`src/rtl/multicycle_ctrl_pkg.sv`:
```
// Shared encodings for the multicycle RISC-V controller: FSM states, datapath mux selects,
// ALU op classes, immediate formats and opcode constants.
package multicycle_ctrl_pkg;

  typedef enum logic [3:0] {
    StFetch    = 4'd0,
    StDecode   = 4'd1,
    StMemAdr   = 4'd2,
    StMemRead  = 4'd3,
    StMemWb    = 4'd4,
    StMemWrite = 4'd5,
    StExecR    = 4'd6,
    StExecI    = 4'd7,
    StAluWb    = 4'd8,
    StBranch   = 4'd9,
    StJal      = 4'd10,
    StJalr     = 4'd11,
    StUpper    = 4'd12
  } state_e;

  localparam logic [1:0] SrcAPc    = 2'b00;
  localparam logic [1:0] SrcAOldPc = 2'b01;
  localparam logic [1:0] SrcARs1   = 2'b10;
  localparam logic [1:0] SrcAZero  = 2'b11;

  localparam logic [1:0] SrcBRs2  = 2'b00;
  localparam logic [1:0] SrcBImm  = 2'b01;
  localparam logic [1:0] SrcBFour = 2'b10;

  localparam logic [1:0] ResAluOut = 2'b00;
  localparam logic [1:0] ResRdData = 2'b01;
  localparam logic [1:0] ResAluRes = 2'b10;

  localparam logic [1:0] AluAdd   = 2'b00;
  localparam logic [1:0] AluSub   = 2'b01;
  localparam logic [1:0] AluFunct = 2'b10;
  localparam logic [1:0] AluUpper = 2'b11;

  localparam logic [2:0] ImmI = 3'b000;
  localparam logic [2:0] ImmS = 3'b001;
  localparam logic [2:0] ImmB = 3'b010;
  localparam logic [2:0] ImmJ = 3'b011;
  localparam logic [2:0] ImmU = 3'b100;

  localparam logic [6:0] OpLoad   = 7'b0000011;
  localparam logic [6:0] OpStore  = 7'b0100011;
  localparam logic [6:0] OpRType  = 7'b0110011;
  localparam logic [6:0] OpIType  = 7'b0010011;
  localparam logic [6:0] OpBranch = 7'b1100011;
  localparam logic [6:0] OpJal    = 7'b1101111;
  localparam logic [6:0] OpJalr   = 7'b1100111;
  localparam logic [6:0] OpLui    = 7'b0110111;
  localparam logic [6:0] OpAuipc  = 7'b0010111;

  // Only beq/bne are supported; every other funct3 is never taken.
  function automatic logic branch_taken(input logic [2:0] funct3, input logic zero);
    case (funct3)
      3'b000:  return zero;
      3'b001:  return ~zero;
      default: return 1'b0;
    endcase
  endfunction

endpackage

```
`src/rtl/mc_imm_decode.sv`:
```
// Opcode to immediate-format select for the shared immediate extender.
module mc_imm_decode
  import multicycle_ctrl_pkg::*;
(
  input  logic [6:0] op_i,
  output logic [2:0] imm_src_o
);

  always_comb begin
    imm_src_o = ImmI;
    case (op_i)
      OpStore:         imm_src_o = ImmS;
      OpBranch:        imm_src_o = ImmB;
      OpJal:           imm_src_o = ImmJ;
      OpLui, OpAuipc:  imm_src_o = ImmU;
      default:         imm_src_o = ImmI;
    endcase
  end

endmodule

```
`src/rtl/multicycle_ctrl.sv`:
```
// Moore-style main controller for a multicycle RISC-V core.
// Define MULTICYCLE_CTRL_UPPER_EN to include the UPPER state (lui/auipc support).
module multicycle_ctrl
  import multicycle_ctrl_pkg::*;
(
  input  logic       clk,
  input  logic       reset,
  input  logic [6:0] op,
  input  logic [2:0] funct3,
  input  logic       zero,
  output logic       PCWrite,
  output logic       IRWrite,
  output logic       MemWrite,
  output logic       RegWrite,
  output logic       AdrSrc,
  output logic [1:0] ALUSrcA,
  output logic [1:0] ALUSrcB,
  output logic [1:0] ResultSrc,
  output logic [1:0] ALUOp,
  output logic [2:0] ImmSrc,
  output logic       illegal
);

  state_e state_q, state_d;
  logic   pc_update, branch, ir_write, mem_write, reg_write;

  always_ff @(posedge clk or posedge reset) begin
    if (reset) begin
      state_q <= StFetch;
    end else begin
      state_q <= state_d;
    end
  end

  always_comb begin
    state_d   = StFetch;
    pc_update = 1'b0;
    branch    = 1'b0;
    ir_write  = 1'b0;
    mem_write = 1'b0;
    reg_write = 1'b0;
    AdrSrc    = 1'b0;
    ALUSrcA   = SrcAPc;
    ALUSrcB   = SrcBRs2;
    ResultSrc = ResAluOut;
    ALUOp     = AluAdd;
    illegal   = 1'b0;
    case (state_q)
      StFetch: begin
        ir_write  = 1'b1;
        ALUSrcB   = SrcBFour;
        ResultSrc = ResAluRes;
        pc_update = 1'b1;
        state_d   = StDecode;
      end
      StDecode: begin
        ALUSrcA = SrcAOldPc;
        ALUSrcB = SrcBImm;
        case (op)
          OpLoad, OpStore: state_d = StMemAdr;
          OpRType:         state_d = StExecR;
          OpIType:         state_d = StExecI;
          OpBranch:        state_d = StBranch;
          OpJal:           state_d = StJal;
          OpJalr:          state_d = StJalr;
`ifdef MULTICYCLE_CTRL_UPPER_EN
          OpLui, OpAuipc:  state_d = StUpper;
`endif
          default:         illegal = 1'b1;
        endcase
      end
      StMemAdr: begin
        ALUSrcA = SrcARs1;
        ALUSrcB = SrcBImm;
        state_d = op[5] ? StMemWrite : StMemRead;
      end
      StMemRead: begin
        AdrSrc  = 1'b1;
        state_d = StMemWb;
      end
      StMemWb: begin
        ResultSrc = ResRdData;
        reg_write = 1'b1;
      end
      StMemWrite: begin
        AdrSrc    = 1'b1;
        mem_write = 1'b1;
      end
      StExecR: begin
        ALUSrcA = SrcARs1;
        ALUSrcB = SrcBRs2;
        ALUOp   = AluFunct;
        state_d = StAluWb;
      end
      StExecI: begin
        ALUSrcA = SrcARs1;
        ALUSrcB = SrcBImm;
        ALUOp   = AluFunct;
        state_d = StAluWb;
      end
      StAluWb: begin
        reg_write = 1'b1;
      end
      StBranch: begin
        ALUSrcA = SrcARs1;
        ALUSrcB = SrcBRs2;
        ALUOp   = AluSub;
        branch  = 1'b1;
      end
      StJalr: begin
        // Target rs1+imm lands in ALUOut; JAL then loads it into PC while writing PC+4.
        ALUSrcA = SrcARs1;
        ALUSrcB = SrcBImm;
        state_d = StJal;
      end
      StJal: begin
        ALUSrcA   = SrcAOldPc;
        ALUSrcB   = SrcBFour;
        pc_update = 1'b1;
        state_d   = StAluWb;
      end
`ifdef MULTICYCLE_CTRL_UPPER_EN
      StUpper: begin
        ALUSrcA = op[5] ? SrcAZero : SrcAOldPc;
        ALUSrcB = SrcBImm;
        ALUOp   = AluUpper;
        state_d = StAluWb;
      end
`endif
      default: state_d = StFetch;
    endcase
  end

  // Write enables are held low for the whole reset pulse, not just until the state clears.
  assign PCWrite  = ~reset & (pc_update | (branch & branch_taken(funct3, zero)));
  assign IRWrite  = ~reset & ir_write;
  assign MemWrite = ~reset & mem_write;
  assign RegWrite = ~reset & reg_write;

  mc_imm_decode u_imm_decode (
    .op_i      (op),
    .imm_src_o (ImmSrc)
  );

endmodule

```
`config.mk`:
```
export PLATFORM = sky130hd
export DESIGN_NAME = multicycle_ctrl
export DESIGN_NICKNAME = d
export VERILOG_FILES = /design/src/rtl/multicycle_ctrl_pkg.sv /design/src/rtl/mc_imm_decode.sv /design/src/rtl/multicycle_ctrl.sv
export SDC_FILE = /design/constraint.sdc
export NUM_CORES = 1
export LEC_CHECK = 0
export BUFFER_PORTS_ARGS = -buffer_cell sky130_fd_sc_hd__buf_4
export CORE_MARGIN = 4
export CORE_UTILIZATION = 30
export DETAILED_ROUTE_END_ITERATION = 8
export GPL_ROUTABILITY_DRIVEN = 0
export HOLD_SLACK_MARGIN = 0.12
export PLACE_DENSITY = 0.69
export SETUP_SLACK_MARGIN = 0.15
export SLEW_MARGIN = 20
export SYNTH_ARGS = -nofsm -noshare
export SYNTH_HDL_FRONTEND = slang
export SYNTH_SLANG_ARGS = --single-unit
```
`constraint.sdc`:
```
create_clock -name clk -period 3.1 [get_ports clk]
set_input_delay 0.31 -clock clk [delete_from_list [all_inputs] [get_ports clk]]
set_output_delay 0.31 -clock clk [all_outputs]
set_load 0.02 [all_outputs]
```
==> flow_metrics.tcl, run 1 <==
set metrics [dict create \
    outcome "completed" \
    clkSlewWorstSetupHoldPaths_ns 0.04 \
    htree_levels 1 \
    drcViolationCount 0 \
    io_pins 30 \
    synth_top_area_share_pct 19.0 \
    place_area_um2 717 \
    grt_max_degree 18 \
    core_um2 1580 \
    grt_use_total_pct 12.4 \
    cts.hold.buffers_added 1 \
    drtIter0Drc 5 \
    critical_path.max_fanout 17 \
    syn_avg_cell_area_um2 7.54 \
    reg_top3 "state_q x4" \
    hold_viol_final 0 \
    nets 111 \
    synth_commonest_cells "6 x nor3_1, 4 x a21oi_1, 4 x dfrtp_1, 4 x inv_1" \
    cts.sinks 4 \
    max-cap-violations 0 \
    ys_ff_latch 4 \
    ff_latch_area_um2 100 \
    vdd_drop_max_v 0.000217 \
    min_path_type "input pin to flop" \
    synth_edf_count 0 \
    place_inst 108 \
    nFillCells 163 \
    worstPathArrival_ns 1.75 \
    postRouteAntennaNets 0 \
    post_cts_buffers 0 \
    numPortBuffers 29 \
    final_cells 112 \
    slew_headroom_pct 66.2 \
    setup.worst_path.end_class "primary output" \
    drive_gt1_share_pct 37.5 \
    async_flop_share_pct 100 \
    yosysWarnings 0 \
    synth-simple-area-share_pct 39.3 \
    antenna-diode-count 0 \
    cts_tree "done" \
    fin_tns_setup_ns 0 \
    mappedNetlistNets 83 \
    grt_pass1_vias 564 \
    cts_root_buf "clkbuf_4" \
    final_cell_area_um2 749 \
    cp.required_ns 2.79 \
    syn_inst 70 \
    rows 14 \
    syn_area_um2 528 \
    muxShareOfSynthArea_pct 4.03 \
    synth-xor-area-share_pct 4.98 \
    firstDrtPassIters 4 \
    largest_reg_flops 4 \
    synth_cell_types 37 \
    fmax_ghz 0.484 \
    synth_top_flop_cell "dfrtp_1" \
    die_w_um 50.0 \
    synth_most_common_cell "nor3_1" \
    multi_input_area_um2 364 \
    wirelength_um 1420 \
    grt_pass1_wl_um 2430 \
    layout_setup_ws_ns 1.04 \
    cts_buffers 3 \
    synth_top_cell_by_area "dfrtp_1" \
    place_ws_ns 1.25 \
    fin_crit_ns 2.06 \
    crit_type "flop to primary output" \
    vias 612 \
    grt_antenna_before_repair 0 \
    die_area_um2 2500 \
    largest-register "state_q" \
    drv_slew 0 \
    dp_hpwl_um 1130 \
    synth_fa_ha_area_share_pct 0 \
    cts_resized 0 \
    worst_pin_slew_ns 0.507 \
    final_util_pct 47.5 \
    period_share_pct 66.6 \
    synth_compound_area_share_pct 20.6 \
    rsz0062_at_grt "false" \
    synth_area_leaders "dfrtp_1 19%, nor3_1 5.7%, xnor2_1 5.0%" \
    post_drt_wl_per_cell_um 12.7 \
    die_y_um 50.0 \
    synth_top_family_by_area "simple AND/OR/NAND/NOR gates" \
    yosysSeqAreaShare_pct 19.0 \
    finalSetupViolations 0 \
    skew_ns 0.00183 \
    start_kind "flop" \
    syn2layout_area_growth_pct 41.9 \
    start_util_pct 33.5 \
    clock_latency_ns 0.23 \
    clock_path_buffers 2 \
    vias_per_cell 5.46 \
    grt_overflow 0 \
    p_leak_nw 0.329 \
    powerDensity_nw_per_um2 551 \
]
## worst paths after layout
kind	startpoint	endpoint	slack, ns	depth (start not counted)
worst max-delay path	state_q[0]	PCWrite	1.04	4
worst min-delay path	op[5]	state_q[2]	0.41	3
worst max register to register	state_q[2]	state_q[3]	1.62	3
worst min register to register	state_q[3]	state_q[1]	0.76	2
max in group asynchronous	reset	state_q[3]	2.38	3
min in group asynchronous	reset	state_q[0]	0.56	3
## kinds of logic (layout without fill, tap and decap cells)
logic type / count (synthesis) / count (layout)
and+or+nand+nor: 34 / 34
DFF: 4 / 4
muxes: 2 / 2
AOI/OAI and AO/OA: 16 / 16
xor gates and xnor gates: 3 / 3
buffers and inverters: 11 / 37
## placed cells by master (no fill, tap or decap), types with 3 or more instances in the layout
master,netlist,final
inv_1,4,4
buf_4,1,29
a21oi_1,4,4
nor3_1,6,6
o21ai_0,3,3
nor2_1,3,3
clkbuf_4,0,3
xnor2_1,3,3
dfrtp_1,4,4
nand2_1,3,3
nor4_1,3,3
nand2b_1,3,3
## critical path, cell delays in order (launching register included)
cell      delay [ns]
dfrtp_1         0.65
nor4bb_1        0.33
nor4b_1         0.27
o21a_1          0.14
buf_4           0.13
## metal layers
layer	vias to the layer above	track usage [%]	wire [um]
li1	311	-	-
met1	266	14.6	651
met2	31	19.2	601
met3	4	3.92	132
met4	0	8.29	36
met5	-	0	0
## through the flow
stage               power [mW]  hold slack, ns
floorplan                0.256          0.0845
global placement         0.348           0.242
detailed placement       0.352           0.244
CTS                      0.418           0.410
global route             0.450           0.428
finish                   0.413           0.414
## layout make-up
type | instances | area share, %
multi-input cells | 55 | 48.6
flip-flops and latches | 4 | 13.4
repair buffers | 30 | 30.4
well taps | 16 | 2.67
clock buffers | 3 | 3.01
inverters | 4 | 2.00
## report_power, final
group | internal, mW | switching [mW] | leakage, nW
clock network | 0.0433 | 0.0205 | 0.0138
logic | 0.119 | 0.134 | 0.261
registers | 0.0606 | 0.0366 | 0.0534
total | 0.222 | 0.191 | 0.329
(Power assumes the default switching activity.)
==> run 2, diff against run 1 <==
--- a/config.mk
+++ b/config.mk
@@ -5,13 +5,14 @@
 export SDC_FILE = /design/constraint.sdc
 export NUM_CORES = 1
 export LEC_CHECK = 0
+export ABC_AREA = 1
 export BUFFER_PORTS_ARGS = -buffer_cell sky130_fd_sc_hd__buf_4
 export CORE_MARGIN = 4
 export CORE_UTILIZATION = 30
 export DETAILED_ROUTE_END_ITERATION = 8
 export GPL_ROUTABILITY_DRIVEN = 0
 export HOLD_SLACK_MARGIN = 0.12
-export PLACE_DENSITY = 0.69
+export PLACE_DENSITY = 0.7
 export SETUP_SLACK_MARGIN = 0.15
 export SLEW_MARGIN = 20
 export SYNTH_ARGS = -nofsm -noshare
==> constraint.sdc (replaced) <==
create_clock -name clk -period 2.1 [get_ports clk]
set_input_delay 0.21 -clock clk [delete_from_list [all_inputs] [get_ports clk]]
set_output_delay 0.21 -clock clk [all_outputs]
set_load 0.02 [all_outputs]
==> run 2 against run 1 <==
  * Clock power grew 43%
  * Highest routed layer is now met3
  * Via count up 3.8%
  * Wire length is 8.2% lower
  * Largest power group unchanged
==> flow_metrics.tcl, run 2 <==
set metrics [dict create \
    cp.depth 6 \
    nets 136 \
    setup.worst_path.end_class "primary output" \
    syn2layout_area_growth_pct 55.4 \
    antenna-diode-count 0 \
    die_y_um 48.3 \
    crit_type "flop to primary output" \
    start_kind "flop" \
    grt_pass1_wl_um 2140 \
    synth_most_common_cell "nand2_1" \
    drtIter0Drc 12 \
    syn_inst 88 \
    nFillCells 162 \
    final_common_cell "buf_4" \
    rsz0062_at_grt "false" \
    dp_hpwl_um 1120 \
    period_share_pct 74.3 \
    worstPathArrival_ns 1.35 \
    synth_commonest_cells "27 x nand2_1, 19 x nor2_1, 14 x inv_1, 4 x dfrtp_1" \
    die_area_um2 2340 \
    finalSetupViolations 0 \
    crit_start "state_q[1]" \
    grt_pass1_vias 560 \
    grt_overflow 0 \
    holdWs_ns 0.299 \
    met3_usage_pct 3.37 \
    path_delay_family "flip-flops" \
    core_um2 1520 \
    powerDensity_nw_per_um2 787 \
    skew_ns 0.000784 \
    clkSlewWorstSetupHoldPaths_ns 0.04 \
    drcViolationCount 0 \
    reg_top3 "state_q x4" \
    die_w_um 48.3 \
    postRouteAntennaNets 0 \
    vias 635 \
    cts_buffers 3 \
    cts_tree "done" \
    cp.required_ns 1.89 \
    worst_pin_slew_ns 0.192 \
    path_cells "inv_1 -> nor2_1 -> nand2_1 -> and2_4 -> o211ai_1 -> buf_4" \
    hold_viol_final 0 \
    slowest_stage "dfrtp_1" \
    mappedNetlistNets 101 \
    reg2reg_slack_ns 1.06 \
    numPortBuffers 29 \
    r2r_start "state_q[0]" \
    ys_ff_latch 4 \
    synth_top_area_share_pct 20.8 \
    grt_use_total_pct 10.6 \
    synth_edf_count 0 \
    reg2reg_to "state_q[2]" \
    grt_max_degree 7 \
    cts.sinks 4 \
    synth_top_flop_cell "dfrtp_1" \
    vias_per_cell 4.64 \
    fin_tns_setup_ns 0 \
    firstDrtPassIters 4 \
    clock_path_buffers 2 \
    fmax_ghz 0.641 \
    rows 14 \
    start_util_pct 32.0 \
    grt_antenna_before_repair 0 \
    synth_top_cell_by_area "nand2_1" \
    wirelength_um 1300 \
    path_buf_inv 2 \
    min_path_type "input pin to flop" \
    cts_root_buf "clkbuf_4" \
    synth_area_leaders "nand2_1 21%, dfrtp_1 21%, nor2_1 15%" \
    cpPeakStageDelay_ns 0.40 \
    largest_reg_flops 4 \
    vdd_drop_max_v 0.000348 \
    crit_end "ALUSrcB[0]" \
    busiest_layer "met2" \
    fin_crit_ns 1.56 \
    htree_levels 1 \
    post_drt_wl_per_cell_um 9.51 \
    drive_gt1_share_pct 35.5 \
    io_pins 30 \
    slew_headroom_pct 87.2 \
    final_cell_mix "29 x buf_4, 27 x nand2_1, 19 x nor2_1" \
    yosysWarnings 0 \
    drv_slew 0 \
    use_met2_pct 17.6 \
    outcome "completed" \
    yosysSeqAreaShare_pct 20.5 \
    clock_latency_ns 0.23 \
    syn_area_um2 488 \
    worstRegToRegCells 4 \
    synth_cell_types 20 \
    syn_avg_cell_area_um2 5.55 \
    p_leak_nw 0.447 \
    grtUsageMet1_pct 12.6 \
    critical_path.max_fanout 5 \
    largest-register "state_q" \
    async_flop_share_pct 100 \
    max-cap-violations 0 \
]
==> run 2: cell count changes in the layout (fill, tap and decap cells not counted), moves of 3 or more <==
cell | previous run | this run
nand2_1 | 3 | 27
nor4_1 | 3 | 0
nand2b_1 | 3 | 0
xnor2_1 | 3 | 0
nor2_2 | 0 | 3
nor3_1 | 6 | 2
inv_1 | 4 | 14
o211ai_1 | 0 | 3
a21oi_1 | 4 | 1
nor2_1 | 3 | 19
==> run 2: worst min-delay path, stage by stage <==
cell,delay (ns)
buf_4,0.11
o211ai_1,0.09
o31ai_2,0.07
==> run 2: where the power goes <==
| part | internal [mW] | switching (mW) | total [mW] |
|---|---|---|---|
| Clock | 0.0637 | 0.0274 | 0.0910 |
| Combinational | 0.160 | 0.237 | 0.397 |
| Sequential | 0.0903 | 0.0188 | 0.109 |
| Total | 0.314 | 0.283 | 0.597 |
==> run 2: cell type report <==
cell class / instances / area [um^2] / area share [%]
repair buffers: 30 / 228 / 30.0
well taps: 16 / 20.0 / 2.64
multi-input cells: 69 / 330 / 43.6
inverters: 15 / 57.6 / 7.59
flip-flops and latches: 4 / 100 / 13.2
clock buffers: 3 / 22.5 / 2.97
==> run 2: cells by family after synthesis <==
kind of cell | after synthesis | synth area share (%)
AOI/OAI and AO/OA | 10 | 15.1
and+or+nand+nor | 59 | 52.6
DFF | 4 | 20.5
buffers and inverters | 15 | 11.8
==> run 2: timing repair <==
item                                   in CTS  in global routing
resized for setup                           0                  0
endpoints found under the hold margin       4                  0
hold buffers                                1                  0
setup buffers                               0                  0
==> run 2: worst min path at each step <==
stage / from / to / slack, ns / cells after the start
floorplan: reset / state_q[0] / -0.02 / 1
global placement: reset / state_q[0] / 0.13 / 2
detailed placement: reset / state_q[1] / 0.13 / 2
CTS: op[5] / state_q[2] / 0.30 / 3
global route: op[5] / state_q[2] / 0.31 / 3
finish: op[5] / state_q[2] / 0.30 / 3
==> run 2: through the flow <==
step           worst slack, ns  util, %  total power [mW]  std cells  area, um^2
2_1_floorplan            0.743        -             0.351         88         488
3_3_place_gp             0.776     47.6             0.502        133         726
3_5_place_dp             0.781     47.6             0.509        133         726
4_1_cts                  0.539     49.8             0.604        137         758
5_1_grt                  0.408     49.8             0.649        137         758
6_report                 0.540     49.8             0.597        137         758
==> run 2: layer usage <==
layer / up-vias / part of all wire, % / wire length (um)
li1: 341 / - / -
met1: 266 / 41 / 539
met2: 28 / 48 / 619
met3: 0 / 11 / 144
met4: 0 / 0 / 0
met5: - / 0 / 0
